--- src/rtl/rv32imf_instr_bus_arbiter.sv ---
// Two-port round-robin arbiter for the OBI instruction-memory port.
// Address phase is locked until granted; responses are routed back in order via an ID FIFO.
module rv32imf_instr_bus_arbiter #(
    parameter int unsigned MAX_OUTSTANDING = 2
) (
    input  logic        clk,
    input  logic        rst,

    input  logic        s0_req_i,
    input  logic [31:0] s0_addr_i,
    output logic        s0_gnt_o,
    output logic        s0_rvalid_o,

    input  logic        s1_req_i,
    input  logic [31:0] s1_addr_i,
    output logic        s1_gnt_o,
    output logic        s1_rvalid_o,

    output logic [31:0] rdata_o,
    output logic        err_o,

    output logic        instr_req_o,
    output logic [31:0] instr_addr_o,
    input  logic        instr_gnt_i,
    input  logic        instr_rvalid_i,
    input  logic [31:0] instr_rdata_i,
    input  logic        instr_err_i,

    output logic        busy_o,
    output logic        protocol_err_o
);

    localparam int unsigned PTR_W = (MAX_OUTSTANDING > 1) ? $clog2(MAX_OUTSTANDING) : 1;
    localparam int unsigned CNT_W = $clog2(MAX_OUTSTANDING + 1);
    localparam logic [CNT_W-1:0] MAX_CNT  = CNT_W'(MAX_OUTSTANDING);
    localparam logic [PTR_W-1:0] LAST_PTR = PTR_W'(MAX_OUTSTANDING - 1);

    logic             fifo_q [MAX_OUTSTANDING];
    logic [PTR_W-1:0] wr_ptr_q, wr_ptr_d;
    logic [PTR_W-1:0] rd_ptr_q, rd_ptr_d;
    logic [CNT_W-1:0] count_q, count_d;
    logic             lock_valid_q, lock_valid_d;
    logic             lock_id_q, lock_id_d;
    logic             rr_prio_q, rr_prio_d;
    logic             perr_q, perr_d;

    logic sel;
    logic sel_req;
    logic full;
    logic push;
    logic pop;
    logic head_id;
    logic stray_rvalid;
    logic lock_drop;

    // A held lock overrides round-robin so the presented address cannot change before its grant.
    always_comb begin
        sel     = 1'b0;
        sel_req = 1'b0;
        if (lock_valid_q) begin
            sel     = lock_id_q;
            sel_req = lock_id_q ? s1_req_i : s0_req_i;
        end else if (s0_req_i && s1_req_i) begin
            sel     = rr_prio_q;
            sel_req = 1'b1;
        end else if (s1_req_i) begin
            sel     = 1'b1;
            sel_req = 1'b1;
        end else if (s0_req_i) begin
            sel_req = 1'b1;
        end
    end

    assign full         = (count_q == MAX_CNT);
    assign instr_req_o  = sel_req && !full;
    assign instr_addr_o = sel_req ? (sel ? s1_addr_i : s0_addr_i) : '0;
    assign push         = instr_req_o && instr_gnt_i;
    assign s0_gnt_o     = push && !sel;
    assign s1_gnt_o     = push && sel;

    assign head_id      = fifo_q[rd_ptr_q];
    assign pop          = instr_rvalid_i && (count_q != '0);
    assign stray_rvalid = instr_rvalid_i && (count_q == '0);
    assign lock_drop    = lock_valid_q && !sel_req;
    assign s0_rvalid_o  = pop && !head_id;
    assign s1_rvalid_o  = pop && head_id;
    assign rdata_o      = instr_rdata_i;
    assign err_o        = instr_err_i;

    assign busy_o         = (count_q != '0) || lock_valid_q;
    assign protocol_err_o = perr_q;

    // NOTE: every next-state signal defaults to its current value first, so no path can infer a latch.
    always_comb begin
        wr_ptr_d  = wr_ptr_q;
        rd_ptr_d  = rd_ptr_q;
        count_d   = count_q;
        rr_prio_d = rr_prio_q;

        if (push) begin
            wr_ptr_d  = (wr_ptr_q == LAST_PTR) ? '0 : wr_ptr_q + PTR_W'(1);
            rr_prio_d = ~sel;
        end
        if (pop) begin
            rd_ptr_d = (rd_ptr_q == LAST_PTR) ? '0 : rd_ptr_q + PTR_W'(1);
        end
        case ({push, pop})
            2'b10:   count_d = count_q + CNT_W'(1);
            2'b01:   count_d = count_q - CNT_W'(1);
            default: count_d = count_q;
        endcase

        lock_valid_d = instr_req_o && !instr_gnt_i;
        lock_id_d    = lock_valid_d ? sel : lock_id_q;
        perr_d       = perr_q || stray_rvalid || lock_drop;
    end

    // NOTE: state registers use non-blocking assignments so all of them update together at the edge.
    always_ff @(posedge clk) begin
        if (rst) begin
            wr_ptr_q     <= '0;
            rd_ptr_q     <= '0;
            count_q      <= '0;
            lock_valid_q <= 1'b0;
            lock_id_q    <= 1'b0;
            rr_prio_q    <= 1'b0;
            perr_q       <= 1'b0;
        end else begin
            wr_ptr_q     <= wr_ptr_d;
            rd_ptr_q     <= rd_ptr_d;
            count_q      <= count_d;
            lock_valid_q <= lock_valid_d;
            lock_id_q    <= lock_id_d;
            rr_prio_q    <= rr_prio_d;
            perr_q       <= perr_d;
        end
    end

    // NOTE: the ID storage is not reset; an entry is only read after being written, guarded by count_q.
    always_ff @(posedge clk) begin
        if (push) begin
            fifo_q[wr_ptr_q] <= sel;
        end
    end

endmodule

--- config.mk ---
export PLATFORM = sky130hd
export DESIGN_NAME = rv32imf_instr_bus_arbiter
export DESIGN_NICKNAME = d
export VERILOG_FILES = /design/src/rtl/rv32imf_instr_bus_arbiter.sv
export SDC_FILE = /design/constraint.sdc
export NUM_CORES = 1
export LEC_CHECK = 0
export BUFFER_PORTS_ARGS = -buffer_cell sky130_fd_sc_hd__buf_2
export CAP_MARGIN = 15
export CORE_ASPECT_RATIO = 1.75
export CORE_MARGIN = 8
export CORE_UTILIZATION = 34
export DETAILED_ROUTE_END_ITERATION = 6
export PLACE_DENSITY = 0.87
export SYNTH_ARGS = -nofsm -noshare
export SYNTH_HDL_FRONTEND = slang
export SYNTH_SLANG_ARGS = --single-unit
--- constraint.sdc ---
create_clock -name clk -period 3.8 [get_ports clk]
set_input_delay 0.19 -clock clk [delete_from_list [all_inputs] [get_ports clk]]
set_output_delay 0.19 -clock clk [all_outputs]
set_load 0.005 [all_outputs]
==> results of run 1 <==
## sequential cells by signal, summed over array words and instances (netlist names), named ones only
register,cells
rd_ptr_q,1
lock_valid_q,1
wr_ptr_q,1
count_q,2
protocol_err_o,1
rr_prio_q,1
lock_id_q,1
fifo_q,2
## tightest hold or removal path: stages
cell and delay [ns]:
buf_2 0.10, a221oi_1 0.07, nor2_1 0.07
## per-stage QoR
stage | hold WS, ns | area [µm²] | cells | util [%] | total power (µW)
2_1_floorplan | 0.346 | 1290 | 203 | - | 408
3_3_place_gp | 0.380 | 1580 | 315 | 43.6 | 505
3_5_place_dp | 0.380 | 1580 | 315 | 43.6 | 516
4_1_cts | 0.212 | 1630 | 319 | 44.8 | 639
5_1_grt | 0.256 | 1630 | 319 | 44.8 | 686
6_report | 0.221 | 1630 | 320 | 44.9 | 630
## cells by family after synthesis
group | after synthesis
AND/OR/NAND/NOR | 90
XOR/XNOR | 3
adder cells (fa/ha/maj) | 1
flip-flops | 11
AO/OA/AOI/OAI | 47
multiplexers | 2
buffers and inverters | 49
## path summary, 6_finish.rpt
path / from / end / slack, ns
max: lock_id_q / instr_addr_o[29] / 1.74
min: instr_rvalid_i / protocol_err_o / 0.22
max reg2reg: count_q[0] / count_q[1] / 1.87
min reg2reg: protocol_err_o / protocol_err_o / 0.47
## power by group through the flow
stage               sequential (µW)  clock [µW]  combinational (µW)
finish                          172         120                 337
global route                    176         125                 384
CTS                             172         124                 343
detailed placement              174           0                 342
global placement                172           0                 333
floorplan                       169           0                 239
## placed cells by master (no fill, tap or decap), drive strengths merged, types with 2 or more instances in the layout
cell type / n
clkbuf: 4
mux2i: 2
inv: 5
nand2: 67
nor3: 2
xor2: 2
nor2: 9
dfxtp: 9
nand2b: 2
a21o: 2
or3: 2
buf: 110
nor2b: 2
edfxtp: 2
o21ai: 5
a21oi: 37
nand3: 2
## per-layer routing
| layer | up-vias | part of all wire [%] | GRT usage [%] |
|---|---|---|---|
| li1 | 770 | - | - |
| met1 | 651 | 32 | 14.1 |
| met2 | 82 | 48 | 27.8 |
| met3 | 43 | 12 | 6.93 |
| met4 | 6 | 7.5 | 13.6 |
| met5 | - | 0.68 | 0 |
## area by class of cell
cell class / instances / area, µm² / share of cell area, %
Clock buffer: 4 / 45.0 / 2.76
Tap cell: 46 / 57.6 / 3.53
Antenna cell: 1 / 2.50 / 0.154
Sequential cell: 11 / 240 / 14.7
Inverter: 5 / 21.3 / 1.31
Timing Repair Buffer: 110 / 556 / 34.1
Multi-Input combinational cell: 143 / 707 / 43.4
==> flow_summary.json, run 1 <==
{
  "synth_edf_count": 2,
  "postRouteAntennaNets": 0,
  "worst-path-buf-inv": 2,
  "initial_utilization_pct": 35.5,
  "drv_slew": 0,
  "period_minus_slack_ns": 2.06,
  "pwr_density_cell_nw_per_um2": 387,
  "synth_area_leaders": "buf_4, nand2_1, a21oi_1, dfxtp_1, edfxtp_1",
  "p_leak_uw": 0.000910,
  "synth_compound_area_share_pct": 19.6,
  "fill_cells": 393,
  "synth-xor-area-share_pct": 2.04,
  "ys_types": 31,
  "num_rows": 29,
  "post_cts_resized": 0,
  "coreArea_um2": 3630,
  "holdCritPathClass": "in2reg",
  "areaGrowthSynthToFinish_pct": 26.5,
  "cts-buffers-inserted": 3,
  "post-dp-hpwl_mm": 4.19,
  "cp_top_family": "compound AO/OA/AOI/OAI gates",
  "synthMuxAreaShare_pct": 1.55,
  "seqPwrFrac_pct": 27.3,
  "holdBufCountCts": 0,
  "grt-ovfl-total": 0,
  "rr_worst_depth": 6,
  "synth-async-reset-ratio_pct": 0,
  "cp_max_fo": 18,
  "io_buffer_count": 108,
  "dieHeight_um": 97.4,
  "min_period_over_period_pct": 54.2,
  "synth_adder_area_share_pct": 0.972,
  "p_int_uw": 381,
  "maxCapViolCount": 0,
  "dieArea_um2": 6090,
  "avgViaCountPerCell": 4.85,
  "cts.path.max_buffers": 2,
  "gp_congestion": 0.761,
  "htree_levels": 1,
  "grt_max_degree": 36,
  "max_stage_delay_ns": 0.54,
  "grt_usage_pct": 16.2,
  "fin_setup_tns_ns": 0,
  "grt_pass1_vias": 1622,
  "vias": 1552,
  "syn_area_um2": 1290,
  "syn_nets": 307,
  "setup_ws_ns": 1.74,
  "synth_most_common_cell": "nand2_1",
  "drc": 0,
  "ys_warn_count": 0,
  "antenna_found_initial": 3,
  "cp_slowest_cell": "o21ai_2",
  "pin_count": 175,
  "tightest_slew_ns": 0.667,
  "relSlewSlack_pct": 55.6,
  "path_cells": "nand2b_1, o21ai_2, buf_4, a21oi_1, buf_2",
  "required_ns": 3.61,
  "startpoint_type": "flop",
  "post-place-ws_ns": 1.89,
  "fin_skew_ns": 0.000965,
  "clock-sinks": 11,
  "grt_pass1_wl_mm": 8.14,
  "die_x_um": 62.5,
  "critPathKind": "reg2out",
  "cts_tree": "done",
  "setup_viol": 0,
  "ys_seq_area_share_pct": 18.7,
  "finalWirelength_mm": 5.14,
  "cts_root_buf": "clkbuf_8",
  "synthSimpleGateAreaFrac_pct": 30.4,
  "cts_setup_buffers": 0,
  "end_kind": "primary output",
  "fmax_mhz": 485,
  "yosysTopAreaCell": "buf_4",
  "clk_pin_slew_worst_paths_ns": 0.05,
  "rsz0062_at_grt": "false",
  "cp.depth": 5,
  "outcome": "finished, final reports clean",
  "nets": 378,
  "drtPass1Iterations": 4,
  "p_sw_uw": 248,
  "wl_per_cell_um": 16.1,
  "synth_top_family_by_area": "simple AND/OR/NAND/NOR gates",
  "synth_seq_cells": 11,
  "clock_latency_ns": 0.24,
  "synth_area_per_cell_um2": 6.34,
  "drive_gt1_share_pct": 44.3,
  "synthCells": 203,
  "ir_drop_v": 0.000337,
  "power_frac_comb_pct": 53.6,
  "yosys.area.top_type_share_pct": 19.8,
  "clock_power_share_pct": 19.1,
  "critPathArrivalTime_ns": 1.87,
  "switching_share_pct": 39.4,
  "synth_common_cells": "nand2_1, a21oi_1, buf_4",
  "drt_iter0_drc": 74,
  "synth_flop_cell": "dfxtp_1",
  "final_hold_viol_count": 0,
  "min_path_cells": 3
}
No activity file was read; power rests on OpenSTA's default activity.
==> run 2, diff against run 1 <==
CORE_UTILIZATION = 31   (was 34)
PLACE_DENSITY = 0.81   (was 0.87)
clock period = 2.1 ns   (was 3.8 ns; I/O delays follow)
==> run 2 against run 1 <==
  * Routed wire length fell by 11%
  * Clock skew barely moved
  * Critical endpoint is now count_q[1]
  * Sequential share of layout area down 0.15 points
  * First-iteration DRC count is 8.1% lower
  * Global-route usage shrank 3.0 points
  * Core utilization shrank 4.5 points
  * Die area up 7.6%
  * Clock power is 76% higher
  * Via count fell by 2.9%
  * Register-to-register slack got worse by 1.7 ns
  * Critical path type is now reg2reg
  * Critical path depth grew 1
==> flow_summary.json, run 2 (same netlist as run 1, synthesis figures left out) <==
{
  "post_cts_resized": 0,
  "met2_length_mm": 2.41,
  "dieHeight_um": 101,
  "r2r-start": "count_q[0]",
  "grt-ovfl-total": 0,
  "layout_commonest_cell": "buf_2",
  "initial_utilization_pct": 31.6,
  "tightest_slew_ns": 0.308,
  "max_stage_delay_ns": 0.43,
  "die_x_um": 64.7,
  "drive_gt1_share_pct": 44.7,
  "clock_latency_ns": 0.24,
  "largest_registers": "count_q: 2 flops, fifo_q: 2 flops",
  "cts.path.max_buffers": 2,
  "avgViaCountPerCell": 4.65,
  "drc": 0,
  "end_kind": "flop",
  "cts_root_buf": "clkbuf_8",
  "startpoint_type": "flop",
  "clock-sinks": 11,
  "critPathLaunch": "count_q[0]",
  "pwr_density_cell_nw_per_um2": 697,
  "cts_tree": "done",
  "fin_skew_ns": 0.00101,
  "maxCapViolCount": 0,
  "cts-buffers-inserted": 3,
  "gp_congestion": 0.759,
  "antenna_found_initial": 0,
  "fin_setup_tns_ns": 0,
  "grt_max_degree": 35,
  "required_ns": 2.27,
  "vias": 1507,
  "cp_slowest_cell": "dfxtp_1",
  "coreArea_um2": 4070,
  "path_cells": "and2b_4, nor3b_2, nand2_1, ha_1, or3_1, a21oi_1",
  "wl_met1_mm": 1.52,
  "post-dp-hpwl_mm": 3.79,
  "dieArea_um2": 6550,
  "holdWs_ns": 0.131,
  "route.met3.wl_um": 501,
  "relSlewSlack_pct": 79.2,
  "insertedDiodeCount": 0,
  "seqPwrFrac_pct": 27.3,
  "critPathArrivalTime_ns": 2.12,
  "wl_per_cell_um": 14.2,
  "cp_max_fo": 6,
  "ir_drop_v": 0.000574,
  "finalWirelength_mm": 4.60,
  "setup_viol": 0,
  "cts_setup_buffers": 0,
  "drt_iter0_drc": 68,
  "drv_slew": 0,
  "holdBufCountCts": 0,
  "htree_levels": 1,
  "postRouteAntennaNets": 0,
  "clock_power_share_pct": 18.4,
  "total_power_uw": 1150,
  "power_frac_comb_pct": 54.3,
  "period_minus_slack_ns": 1.96,
  "grt_pass1_wl_mm": 7.17,
  "switching_share_pct": 38.9,
  "io_buffer_count": 108,
  "highest_layer": "met4",
  "p_leak_uw": 0.000919,
  "rsz0062_at_grt": "false",
  "critPathKind": "reg2reg",
  "pin_count": 175,
  "outcome": "finished, final reports clean",
  "p_sw_uw": 446,
  "holdCritPathClass": "in2reg",
  "p_int_uw": 701,
  "mostFrequentLayoutCells": "buf_2, nand2_1, a21oi_1, nor2_1, dfxtp_1",
  "min-delay-start": "instr_rvalid_i",
  "num_rows": 31,
  "fmax_mhz": 511,
  "drtPass1Iterations": 4,
  "grt_pass1_vias": 1578,
  "final_hold_viol_count": 0,
  "grt_usage_pct": 13.2,
  "nets": 380,
  "areaGrowthSynthToFinish_pct": 27.8,
  "min_period_over_period_pct": 93.2,
  "clk_pin_slew_worst_paths_ns": 0.05
}
## run 2: final cells by class
| cell class | count | area, µm² |
|---|---|---|
| fillers | 450 | 2430 |
| inverters | 5 | 21.3 |
| well taps | 49 | 61.3 |
| repair buffers | 112 | 571 |
| clock buffers | 4 | 45.0 |
| flip-flops and latches | 11 | 240 |
| multi-input cells | 143 | 707 |
## run 2: path summary, 6_finish.rpt
kind,slack (ns),endpoint,cells past startpoint
worst max-delay path,0.14,count_q[1],6
worst min-delay path,0.13,protocol_err_o,3
worst max register to register,0.14,count_q[1],6
worst min register to register,0.47,protocol_err_o,2
## run 2: power by group through the flow
stage                     registers [µW]  clock network [µW]  logic, µW
after global routing                 322                 224        705
after floorplan                      306                   0        433
after detailed placement             316                   0        631
final                                313                 211        623
after CTS                            312                 216        635
after global placement               311                   0        616
## run 2: per-layer routing
metal  vias up  track usage, %
li1        770               -
met1       644            11.5
met2        69            24.5
met3        24            4.76
met4         0            8.45
met5         -               0
## run 2: stage by stage
| stage | instance area, µm² | setup WS [ns] | std cells | utilization (%) |
|---|---|---|---|---|
| after floorplan | 1290 | 0.315 | 203 | - |
| after detailed placement | 1600 | 0.169 | 320 | 39.3 |
| after global placement | 1600 | 0.241 | 320 | 39.3 |
| after CTS | 1650 | 0.151 | 324 | 40.4 |
| after global routing | 1650 | 0.0312 | 324 | 40.4 |
| final | 1650 | 0.143 | 324 | 40.4 |
## run 2: critical path, delay by kind of cell, from the launching register on
family,cells,cell delay [ns]
AOI/OAI and AO/OA,1,0.15
adders and majority gates,1,0.35
DFF,1,0.43
and+or+nand+nor,4,0.97
